$ cat src/rtl/program_counter_pkg.sv
// Datapath-wide constants for the single-cycle LEGv8 core: address width,
// instruction size and reset vector.
package program_counter_pkg;

   localparam int unsigned PC_WIDTH       = 64;
   localparam int unsigned PC_INSTR_BYTES = 4;
   localparam logic [63:0] PC_RESET_VEC   = 64'h0;

endpackage

$ cat src/rtl/pc_next_logic.sv
// Next-PC selection: sequential fetch or the branch target from the upstream adder.
// Purely combinational; the target is passed through verbatim, with no alignment masking.
module pc_next_logic
   import program_counter_pkg::*;
#(
   parameter int unsigned WIDTH       = PC_WIDTH,
   parameter int unsigned INSTR_BYTES = PC_INSTR_BYTES
) (
   input  logic [WIDTH-1:0] pc,
   input  logic [WIDTH-1:0] br_address,
   input  logic             branch,
   input  logic             uncond_branch,
   input  logic             z_flag,
   output logic             take_branch,
   output logic [WIDTH-1:0] pc_next
);

   always_comb begin
      take_branch = uncond_branch | (branch & z_flag);
      // The sequential add wraps modulo 2^WIDTH, with no overflow flag.
      pc_next     = take_branch ? br_address : pc + WIDTH'(INSTR_BYTES);
   end

endmodule

$ cat src/rtl/program_counter.sv
// Program counter register of the single-cycle LEGv8 datapath; it drives the
// instruction-memory address and the branch adder.
module program_counter
   import program_counter_pkg::*;
#(
   parameter int unsigned      WIDTH       = PC_WIDTH,
   parameter int unsigned      INSTR_BYTES = PC_INSTR_BYTES,
   parameter logic [WIDTH-1:0] RESET_PC    = WIDTH'(PC_RESET_VEC)
) (
   input  logic             clk,
   input  logic             rst_n,
   input  logic             branch,
   input  logic             uncond_branch,
   input  logic             z_flag,
   input  logic [WIDTH-1:0] br_address,
   output logic [WIDTH-1:0] pc
);

   logic             take_branch;
   logic [WIDTH-1:0] pc_next;

   pc_next_logic #(
      .WIDTH       (WIDTH),
      .INSTR_BYTES (INSTR_BYTES)
   ) u_pc_next_logic (
      .pc            (pc),
      .br_address    (br_address),
      .branch        (branch),
      .uncond_branch (uncond_branch),
      .z_flag        (z_flag),
      .take_branch   (take_branch),
      .pc_next       (pc_next)
   );

   // A reset in the middle of a cycle discards any branch that was pending.
   always_ff @(posedge clk or negedge rst_n) begin
      if (!rst_n) pc <= RESET_PC;
      else        pc <= pc_next;
   end

   a_taken_loads_target: assert property (
      @(posedge clk) disable iff (!rst_n) take_branch |-> (pc_next == br_address));

endmodule

$ cat config.mk
export PLATFORM = sky130hd
export DESIGN_NAME = program_counter
export DESIGN_NICKNAME = d
export VERILOG_FILES = /design/src/rtl/program_counter_pkg.sv /design/src/rtl/pc_next_logic.sv /design/src/rtl/program_counter.sv
export SDC_FILE = /design/constraint.sdc
export NUM_CORES = 1
export LEC_CHECK = 0
export ABC_AREA = 1
export BUFFER_PORTS_ARGS = -buffer_cell sky130_fd_sc_hd__buf_2
export CORE_ASPECT_RATIO = 1.1
export CORE_UTILIZATION = 40
export CTS_CLUSTER_DIAMETER = 120
export CTS_CLUSTER_SIZE = 8
export DETAILED_ROUTE_END_ITERATION = 8
export GPL_TIMING_DRIVEN = 0
export SETUP_SLACK_MARGIN = 0.4
export SYNTH_ARGS = -nofsm -noshare
export SYNTH_HDL_FRONTEND = slang
export SYNTH_HIERARCHICAL = 1
export SYNTH_SLANG_ARGS = --single-unit
$ cat constraint.sdc
create_clock -name clk -period 4.2 [get_ports clk]
set_clock_uncertainty 0.15 [all_clocks]
set_input_delay 0.63 -clock clk [delete_from_list [all_inputs] [get_ports clk]]
set_output_delay 0.63 -clock clk [all_outputs]
set_load 0.05 [all_outputs]
== Word-level counts from Yosys, hierarchy flattened ==
Cells that the tools add are included.
Cells by class
  $add $sub $neg: 1
  shift-type cells: 0
  $lt $le $gt $ge: 0
  reduce and logical (&&, ||, !) cells: 0
  equal/unequal tests: 0
  divide/modulo/power cells: 0
  multiplexer cells: 1
  multipliers: 0
  bitwise logic cells: 2
Operators with widths (count)
  adder 64 x 3 -> 64 bit (second input constant): 1
  two-way mux 64 bit: 1
  AND 1 bit: 1
  OR 1 bit: 1
Storage, ports and cells
  bits in writable memories: 0
  output and inout port bits: 64
  bits in latches: 0
  input bits: 69
  register bits: 64
  memory bits (read-only): 0
  memories: 0
  logic and storage cells: 5

== Depth between registers and ports, before layout ==
Gate-level depths: netlist (run 1).
  word-level depth: 3
  mapped depth: 11
  gate-level depth less buffers: 11

== Cells and area by module ==
The synthesis (run 1) kept the hierarchy.
Modules (own cells, without submodules)
  pc_next_logic: cells an instance 604, times used 1, sequential area each 0.0 um^2, area an instance 2698.8 um^2
  program_counter: cells an instance 64, times used 1, sequential area each 1601.5 um^2, area an instance 1601.5 um^2

== Worst setup path after synthesis (run 1) ==
Ideal clock, no wire load.
  kind: reg2reg
  start: register pc[2]
  end: register pc[54]
  arrival: 1782 ps
  path buffers: 0
  setup time: 118 ps
  clock period less this slack: 2050 ps
  slack: 2150 ps
  cell stages (with the launch flop): 11
  path through: dfrtp_1 > ha_1 > inv_1 > nor2_4 > nand2_4 > nor2_8 > nand2_2 > nor2_1 > nand2_1 > nand3_1 > nand2_1
Between the ends
  cells in the longest elaborated chain, start to end: 2
RTL lines
  start, declared: line program_counter.sv:16  | output logic [WIDTH-1:0] pc
  start signal, assigned: line program_counter.sv:38  | else pc <= pc_next;
  adder 64 x 3 -> 64 bit: line pc_next_logic.sv:21  | pc_next = take_branch ? br_address : pc + WIDTH'(INSTR_BYTES);
  two-way mux 64 bit: line pc_next_logic.sv:21
  via pc_next[54]: line program_counter.sv:20  | logic [WIDTH-1:0] pc_next;
The timed path passes the listed nets, and every way through them passes these cells.

== Worst setup path in the final report (run 1) ==
  start: register pc[28]
  end: register pc[60]
The elaborated chain is that of the path after synthesis.

==> impl_metrics.json, run 1 <==
{
  "clk_pin_slew_ns": 0.06,
  "seq_area_mm2": 0.00160,
  "die_w_um": 101,
  "ant_nets": 0,
  "areaGrowthSynthToFinish_pct": 27.3,
  "synth_compound_area_frac": 0.0611,
  "muxShareOfSynthArea": 0,
  "dp_slack_ns": 1.81,
  "globalRouteMet3Util": 0.0435,
  "gp_congestion": 0.915,
  "hold_viol_final": 0,
  "grt_overflow": 0,
  "post_synth.cell_area_avg_um2": 6.44,
  "drive_gt1_frac": 0.211,
  "drtPass1Iterations": 4,
  "crit_path_end_kind": "flop",
  "crit_path_max_incr_delay_ns": 0.44,
  "path_cells": "nand2_1 > nor2_1 > nand2_1 > nor2_1 > nand2_1 > inv_1 > nand3_1 > nand3_1 > nand2_1",
  "powerDensity_mw_per_mm2": 385,
  "r2r_start": "pc[28]",
  "numCtsBuffers": 9,
  "grt_pass1_vias": 4661,
  "post-route-drc-count": 0,
  "drtIter0Drc": 233,
  "async_flop_share": 1.00,
  "cts_setup_buffers": 0,
  "synth_top_family_by_area": "simple AND/OR/NAND/NOR gates",
  "rows": 39,
  "wirelength_um": 15800,
  "global_route.usage.met2": 0.496,
  "max_clock_freq_mhz": 463,
  "cp_slowest_cell": "dfrtp_1",
  "h-tree-depth": 3,
  "ir_worst_vdd_mv": 0.215,
  "root_buffer": "clkbuf_16",
  "vias_per_cell": 4.93,
  "synth_adder_area_share": 0.00291,
  "clkSinkCount": 64,
  "hpwl_um": 13000,
  "fp.dieH_um": 111,
  "routedWlPerCell_um": 16.5,
  "max_cap_violations": 0,
  "start_util": 0.412,
  "cts_buffer_depth": 2,
  "synthFlopType": "dfrtp_1",
  "fin_crit_ns": 2.16,
  "synth-edff-count": 0,
  "r2r_slack_ns": 2.04,
  "worstHoldPathType": "input pin to async pin",
  "ios": 133,
  "layout_common_cells": "280 x nand2_1, 132 x buf_2, 104 x nor2_1, 64 x dfrtp_1, 50 x nand3_1",
  "crit_fanout": 4,
  "fin_util": 0.524,
  "layout_commonest_cell": "nand2_1",
  "holdBufCountCts": 0,
  "rsz0062_at_grt": "no",
  "crit_type": "flop to flop",
  "relSlewSlack": 0.490,
  "synth.distinct_cells": 23,
  "fillerInstances": 1122,
  "reg_top3": "pc (64)",
  "largest_reg_flops": 64,
  "grt_pass1_wl_um": 24400,
  "setup_viol": 0,
  "top_usage_layer": "met2",
  "tightest_slew_ns": 0.765,
  "cts_resized": 0,
  "cp.arrival_ns": 2.23,
  "critPathRequiredTime_ns": 4.27,
  "synth_xor_xnor_area_share": 0.0611,
  "fin_setup_tns_ns": 0,
  "dieArea_mm2": 0.0112,
  "top_register": "pc",
  "use_met1": 0.388,
  "multiInputGateArea_mm2": 0.00246,
  "ys_warn_count": 6,
  "worst_r2r_path_depth": 9,
  "antenna_found_initial": 0,
  "coreArea_mm2": 0.0104,
  "postSynthCellCount": 668,
  "ys_seq_area_frac": 0.372,
  "crit_top_cell": "nand2_1",
  "synth_seq_cells": 64,
  "vias": 4734,
  "cp-start-kind": "flop",
  "syn_area_mm2": 0.00430,
  "portBuffers": 132,
  "power.leakage_nw": 2.70,
  "fin_nets": 882,
  "whs_ns": 0.212,
  "track_usage": 0.295,
  "worst_slack_ns": 2.04,
  "status": "finished clean",
  "grt_start_max_net_pins": 34,
  "final.period_utilization": 0.514,
  "regToRegEndpoint": "pc[60]",
  "drv_slew": 0,
  "synth-simple-area-share": 0.447,
  "insertion_delay_ns": 0.33,
  "antennaDiodeCount": 0,
  "syn-num-nets": 738,
  "cts_tree": "done"
}
worst max-delay path, delay by kind of cell (launching register included):
kind	cells	cell delay [ns]
buf+inv	1	0.07
flops	1	0.44
simple gates	8	1.38
how the worst max path moves through the flow:
stage	startpoint	endpoint	slack, ns
floorplan	pc[2]	pc[54]	2.15
global placement	z_flag	pc[53]	1.87
detailed placement	z_flag	pc[53]	1.81
CTS	pc[2]	pc[62]	2.06
finish	pc[28]	pc[60]	2.04
global route	pc[2]	pc[46]	1.95
cell usage after synthesis, types with 2 or more instances:
cell | number | share of area
nand2_1 | 280 | 0.24
nor2_1 | 104 | 0.091
dfrtp_1 | 64 | 0.37
nand2_2 | 7 | 0.010
nor2_2 | 9 | 0.013
inv_1 | 48 | 0.042
xnor2_1 | 15 | 0.031
nor2_4 | 4 | 0.010
o21ai_1 | 12 | 0.014
xor2_1 | 15 | 0.031
o21bai_1 | 13 | 0.023
inv_2 | 2 | 0.0017
nand3_1 | 50 | 0.058
o21ai_0 | 18 | 0.021
nand4_1 | 7 | 0.010
clkbuf_1 | 13 | 0.011
cell families after synthesis:
| group | count (synthesis) |
|---|---|
| simple gates | 465 |
| xor+xnor | 30 |
| flops | 64 |
| fa+ha+maj | 1 |
| buf+inv | 63 |
| compound gates | 45 |
layout make-up:
cell class,instances,share of cell area
Tap cell,143,0.0327
Sequential cell,64,0.293
Buffer,13,0.00891
Inverter,50,0.0343
Clock inverter,5,0.0149
Multi-Input combinational cell,541,0.450
Timing Repair Buffer,133,0.124
Clock buffer,11,0.0425
stage by stage:
step / instances / power, mW / area, um2
floorplan: 668 / 1.13 / 4300
global placement: 943 / 1.31 / 5140
detailed placement: 944 / 1.32 / 5160
CTS: 960 / 2.13 / 5470
global route: 960 / 2.20 / 5470
finish: 960 / 2.11 / 5470
power breakdown:
part | internal, mW | switching (mW) | total [mW]
Combinational | 0.142 | 0.396 | 0.538
Clock | 0.520 | 0.285 | 0.805
Sequential | 0.678 | 0.0883 | 0.766
Total | 1.34 | 0.770 | 2.11
routing by layer:
metal | share of wire | vias up
li1 | - | 2369
met1 | 0.45 | 2191
met2 | 0.47 | 151
met3 | 0.050 | 23
met4 | 0.022 | 0
met5 | 0 | -
Note: power is estimated with default switching activity, not from simulation.
==> run 2: changes to the inputs <==
--- a/config.mk
+++ b/config.mk
@@ -5,7 +5,7 @@
 export SDC_FILE = /design/constraint.sdc
 export NUM_CORES = 1
 export LEC_CHECK = 0
-export ABC_AREA = 1
+export ABC_AREA = 0
 export BUFFER_PORTS_ARGS = -buffer_cell sky130_fd_sc_hd__buf_2
 export CORE_ASPECT_RATIO = 1.1
 export CORE_UTILIZATION = 40
@@ -13,6 +13,7 @@
 export CTS_CLUSTER_SIZE = 8
 export DETAILED_ROUTE_END_ITERATION = 8
 export GPL_TIMING_DRIVEN = 0
+export PLACE_DENSITY = 0.66
 export SETUP_SLACK_MARGIN = 0.4
 export SYNTH_ARGS = -nofsm -noshare
 export SYNTH_HDL_FRONTEND = slang
==> constraint.sdc (replaced) <==
create_clock -name clk -period 2 [get_ports clk]
set_clock_uncertainty 0.15 [all_clocks]
set_input_delay 0.3 -clock clk [delete_from_list [all_inputs] [get_ports clk]]
set_output_delay 0.3 -clock clk [all_outputs]
set_load 0.05 [all_outputs]
==> impl_metrics.json, run 2 <==
{
  "status": "complete, but fails checks",
  "violations": "setup timing",
  "ir_worst_vdd_mv": 0.321,
  "synth-edff-count": 0,
  "ys_seq_area_frac": 0.422,
  "ys_warn_count": 6,
  "drive_gt1_frac": 0.500,
  "synthMostInstantiatedCell": "nand2_1",
  "clk_pin_slew_ns": 0.08,
  "cp.arrival_ns": 2.55,
  "grt_overflow": 0,
  "drtPass1Iterations": 4,
  "numCtsBuffers": 9,
  "root_buffer": "clkbuf_8",
  "relSlewSlack": 0.430,
  "worst_r2r_path_depth": 6,
  "dp_slack_ns": -0.494,
  "netlist_top_cells_area": "dfrtp_1 42%, nand2_1 8.0%, nand3_1 5.8%",
  "postSynthCellCount": 454,
  "max_clock_freq_mhz": 409,
  "drv_slew": 0,
  "power.leakage_nw": 2.91,
  "worstHoldPathType": "input pin to flop",
  "whs_ns": 0.00864,
  "cts_tree": "done",
  "setup_viol": 41,
  "fillerInstances": 679,
  "worst_hold_startpoint": "br_address[0]",
  "hpwl_um": 8400,
  "powerDensity_mw_per_mm2": 648,
  "crit_fanout": 7,
  "ios": 133,
  "cts_buffer_depth": 2,
  "areaGrowthSynthToFinish_pct": 63.4,
  "clkSinkCount": 64,
  "fin_setup_tns_ns": -7.65,
  "rsz0062_at_grt": "yes",
  "drtIter0Drc": 196,
  "synthFlopType": "dfrtp_1",
  "wirelength_um": 13600,
  "vias_per_cell": 5.49,
  "fin_cells": 787,
  "synth.distinct_cells": 36,
  "fp.dieH_um": 104,
  "fin_nets": 737,
  "grt_start_max_net_pins": 65,
  "critPathRequiredTime_ns": 2.11,
  "grt_pass1_wl_um": 21300,
  "fin_crit_ns": 2.44,
  "coreArea_mm2": 0.00905,
  "start_util": 0.419,
  "insertion_delay_ns": 0.34,
  "final.period_utilization": 1.22,
  "ant_nets": 0,
  "r2r_start": "pc[34]",
  "routedWlPerCell_um": 17.3,
  "max_cap_violations": 0,
  "portBuffers": 132,
  "post_synth.cell_area_avg_um2": 8.36,
  "r2r_slack_ns": -0.44,
  "gp_congestion": 0.826,
  "reg_top3": "pc (64)",
  "hold_end": "pc[0]",
  "async_flop_share": 1.00,
  "crit_type": "flop to flop",
  "synthTopCellsByCount": "81 x nand2_1, 64 x dfrtp_1, 44 x nand3_1, 44 x o21ai_0",
  "regToRegEndpoint": "pc[56]",
  "h-tree-depth": 3,
  "dieArea_mm2": 0.00988,
  "layout_common_cells": "115 x buf_2, 80 x nand2_1, 50 x buf_4, 41 x dfrtp_2, 36 x nand3_1",
  "syn_area_mm2": 0.00380,
  "antenna_found_initial": 1,
  "die_w_um": 94.9,
  "syn-num-nets": 524,
  "vias": 4324,
  "top_register": "pc",
  "post-route-drc-count": 0,
  "dp_cells": 700,
  "hold_viol_final": 0,
  "synth_top_cell_by_area": "dfrtp_1",
  "crit_path_end_kind": "flop",
  "worst_slack_ns": -0.443,
  "track_usage": 0.274,
  "layout_commonest_cell": "buf_2",
  "rows": 36,
  "hold_depth": 3,
  "grt_pass1_vias": 4395,
  "cp-start-kind": "flop",
  "synth_seq_cells": 64,
  "largest_reg_flops": 64,
  "tightest_slew_ns": 0.855,
  "fin_util": 0.685,
  "synth_top_area_frac": 0.422
}
==> run 2: logic make-up (layout without fill, tap and decap cells) <==
family | after synthesis | in the layout | share of synthesized area
other cells | 0 | 1 | 0
xor+xnor | 36 | 36 | 0.0831
simple gates | 239 | 239 | 0.329
mux | 10 | 10 | 0.0274
fa+ha+maj | 1 | 1 | 0.00330
flops | 64 | 64 | 0.422
compound gates | 66 | 66 | 0.0962
buf+inv | 38 | 256 | 0.0396
==> run 2: power breakdown <==
part	leakage, nW	internal (mW)	switching, mW	total [mW]
logic	2.12	0.489	0.944	1.43
registers	0.710	1.45	0.178	1.62
clock network	0.0801	0.446	0.517	0.962
==> run 2: through the flow <==
step	instance area, um2	total power, mW
global placement	4810	2.78
global route	6200	4.21
detailed placement	4810	2.80
floorplan	4000	2.44
finish	6200	4.02
CTS	5840	3.92
==> run 2: layer usage <==
metal | vias up | global-route usage | share of wire
li1 | 2060 | - | -
met1 | 2117 | 0.342 | 0.43
met2 | 128 | 0.464 | 0.51
met3 | 19 | 0.0541 | 0.047
met4 | 0 | 0.0963 | 0.017
met5 | - | 0 | 0
==> run 2: layout make-up <==
cell class	instances	area, um2	share of cell area
Buffer	28	246	0.0397
Clock buffer	12	135	0.0218
Clock inverter	4	22.5	0.00363
Tap cell	114	143	0.0230
Inverter	10	37.5	0.00605
Multi-Input combinational cell	352	2550	0.411
Timing Repair Buffer	202	1420	0.228
Sequential cell	64	1650	0.266
Antenna cell	1	2.50	0.000403
==> run 2: critical path, stage by stage (launching register included) <==
cell and delay [ns]:
dfrtp_2 0.41, and2_1 0.15, clkbuf_2 0.20, nand3_1 0.14, or4_4 0.59, or4_4 0.53, a31oi_4 0.20
==> run 2: worst max-delay path by stage <==
stage / start / to / slack, ns / depth (start not counted)
after floorplan: pc[3] / pc[56] / -0.47 / 6
after global placement: pc[30] / pc[58] / -0.44 / 5
after detailed placement: pc[30] / pc[58] / -0.49 / 5
after CTS: pc[8] / pc[56] / -0.34 / 6
after global routing: pc[34] / pc[56] / -0.48 / 6
final: pc[34] / pc[56] / -0.44 / 6
==> run 2: timing repair <==
item / 4_1_cts / 5_1_grt
gates resized for setup: 111 / 74
hold buffers: 2 / 0
hold endpoints to repair: 65 / 0
setup buffers: 46 / 18
setup endpoints to repair: 65 / 80
pin swaps: 58 / 37
cloned: 4 / 0
==> run 3: changes to the inputs <==
--- a/config.mk
+++ b/config.mk
@@ -5,7 +5,7 @@
 export SDC_FILE = /design/constraint.sdc
 export NUM_CORES = 1
 export LEC_CHECK = 0
-export ABC_AREA = 0
+export ABC_AREA = 1
 export BUFFER_PORTS_ARGS = -buffer_cell sky130_fd_sc_hd__buf_2
 export CORE_ASPECT_RATIO = 1.1
 export CORE_UTILIZATION = 40
@@ -13,9 +13,7 @@
 export CTS_CLUSTER_SIZE = 8
 export DETAILED_ROUTE_END_ITERATION = 8
 export GPL_TIMING_DRIVEN = 0
-export PLACE_DENSITY = 0.66
 export SETUP_SLACK_MARGIN = 0.4
 export SYNTH_ARGS = -nofsm -noshare
 export SYNTH_HDL_FRONTEND = slang
-export SYNTH_HIERARCHICAL = 1
 export SYNTH_SLANG_ARGS = --single-unit
==> impl_metrics.json, run 3 <==
{
  "syn-num-nets": 737,
  "grt_start_max_net_pins": 35,
  "coreArea_mm2": 0.0105,
  "r2r_start": "pc[2]",
  "areaGrowthSynthToFinish_pct": 56.6,
  "power.leakage_nw": 3.25,
  "post-route-drc-count": 0,
  "crit_fanout": 5,
  "clk_pin_slew_ns": 0.06,
  "critPathRequiredTime_ns": 2.05,
  "track_usage": 0.298,
  "hold_viol_final": 0,
  "max_clock_freq_mhz": 580,
  "drtIter0Drc": 208,
  "finalPower_mw": 4.86,
  "fin_util": 0.648,
  "wirelength_um": 17000,
  "hold_depth": 3,
  "synthFlopType": "dfrtp_1",
  "insertion_delay_ns": 0.34,
  "grt_pass1_vias": 4756,
  "pwr-share-comb": 0.284,
  "antennaDiodeCount": 0,
  "cts_tree": "done",
  "p_switching_mw": 1.77,
  "ios": 133,
  "portBuffers": 132,
  "async_flop_share": 1.00,
  "status": "finished clean",
  "h-tree-depth": 3,
  "powerDensity_mw_per_mm2": 716,
  "synth_seq_cells": 64,
  "worstHoldPathType": "input pin to flop",
  "synth_top_cell_by_area": "dfrtp_1",
  "rows": 39,
  "layout_common_cells": "220 x nand2_1, 132 x buf_2, 57 x dfrtp_2, 51 x nor2_4, 49 x nand2_2",
  "r2r_slack_ns": 0.28,
  "ir_worst_vdd_mv": 0.372,
  "start_util": 0.414,
  "root_buffer": "clkbuf_16",
  "crit_type": "flop to flop",
  "top_register": "pc",
  "fin_crit_ns": 1.72,
  "cp-start-kind": "flop",
  "max_cap_violations": 0,
  "synthMostInstantiatedCell": "nand2_1",
  "antenna_found_initial": 0,
  "swShare": 0.363,
  "rsz0062_at_grt": "yes",
  "die_w_um": 101,
  "fin_nets": 931,
  "clkSinkCount": 64,
  "post_synth.cell_area_avg_um2": 6.51,
  "relSlewSlack": 0.500,
  "synth.distinct_cells": 24,
  "fp.dieH_um": 111,
  "power.share.sequential": 0.341,
  "ant_nets": 0,
  "grt_overflow": 0,
  "ys_seq_area_frac": 0.369,
  "reg_top3": "pc (64)",
  "synth_top_area_frac": 0.369,
  "cts_buffer_depth": 2,
  "routedWlPerCell_um": 16.8,
  "fin_setup_tns_ns": 0,
  "numCtsBuffers": 9,
  "worst_r2r_path_depth": 7,
  "hpwl_um": 12800,
  "drtPass1Iterations": 4,
  "cp.arrival_ns": 1.78,
  "whs_ns": 0.00731,
  "hold_end": "pc[38]",
  "syn_area_mm2": 0.00434,
  "drive_gt1_frac": 0.503,
  "dp_slack_ns": -0.0868,
  "largest_reg_flops": 64,
  "p_int_mw": 3.10,
  "synthTopCellsByCount": "280 x nand2_1, 102 x nor2_1, 64 x dfrtp_1",
  "postSynthCellCount": 667,
  "clockPowerShare": 0.376,
  "setup_viol": 0,
  "worst_slack_ns": 0.276,
  "dieArea_mm2": 0.0113,
  "ys_warn_count": 0,
  "crit_path_end_kind": "flop",
  "final.period_utilization": 0.862,
  "vias_per_cell": 5.01,
  "regToRegEndpoint": "pc[12]",
  "gp_congestion": 0.916,
  "worst_hold_startpoint": "br_address[38]",
  "grt_pass1_wl_um": 25000,
  "netlist_top_cells_area": "dfrtp_1 37%, nand2_1 24%, nor2_1 8.8%",
  "layout_commonest_cell": "nand2_1",
  "fillerInstances": 943,
  "drv_slew": 0,
  "synth-edff-count": 0,
  "tightest_slew_ns": 0.750,
  "vias": 5052
}
[run 3: what timing repair did]
action | in CTS | in global routing
resized for setup | 107 | 108
setup buffers | 24 | 25
cloned | 0 | 0
endpoints found under the hold margin | 30 | 0
endpoints found under the setup margin | 44 | 55
pin swaps | 26 | 50
hold buffers | 1 | 0
[run 3: worst max-delay path, stage by stage, from the launching register on]
cell and delay (ns):
dfrtp_2 0.42, ha_4 0.18, inv_4 0.04, nor2_4 0.10
nand3b_1 0.25, buf_4 0.23, xor2_1 0.14, o21ai_1 0.08
[run 3: area by class of cell]
type,instances,area [um2],share of cell area
clock inverters,5,105,0.0155
repair buffers,183,1090,0.161
plain buffers,13,53.8,0.00791
well taps,143,179,0.0263
inverters,48,184,0.0271
multi-input cells,542,3280,0.482
clock buffers,11,233,0.0342
flip-flops and latches,64,1670,0.246
[run 3: worst max path at each step]
stage | startpoint | to | slack, ns | cells after the start
3_3_place_gp | branch | pc[53] | -0.01 | 7
2_1_floorplan | pc[3] | pc[42] | 0.28 | 10
6_report | pc[2] | pc[12] | 0.28 | 7
3_5_place_dp | branch | pc[50] | -0.09 | 7
5_1_grt | pc[17] | pc[58] | 0.18 | 9
4_1_cts | pc[2] | pc[52] | 0.29 | 8
[run 3: logic make-up after synthesis]
family	Yosys count	synth area share
AND/OR/NAND/NOR	466	0.453
flip-flops	64	0.369
buffers and inverters	61	0.0533
AO/OA/AOI/OAI	45	0.0611
XOR/XNOR	30	0.0605
adder cells (fa/ha/maj)	1	0.00288
[run 3: per-stage QoR]
step                      cells  area (um2)
after global placement      942        5310
after detailed placement    943        5330
after floorplan             667        4470
after CTS                   984        6230
after global routing       1009        6800
final                      1009        6800
[run 3: metal layers]
layer	vias up	GRT usage	wire length, um	part of all wire
li1	2478	-	-	-
met1	2384	0.381	7140	0.42
met2	162	0.497	8550	0.50
met3	28	0.0504	837	0.049
met4	0	0.110	425	0.025
met5	-	0	0	0
[run 3: power groups by stage]
| stage | clock, mW | sequential, mW | combinational (mW) |
|---|---|---|---|
| floorplan | 0 | 2.07 | 0.356 |
| global placement | 0 | 1.66 | 1.13 |
| detailed placement | 0 | 1.66 | 1.15 |
| CTS | 1.85 | 1.64 | 1.25 |
| global route | 1.89 | 1.68 | 1.48 |
| finish | 1.83 | 1.66 | 1.38 |
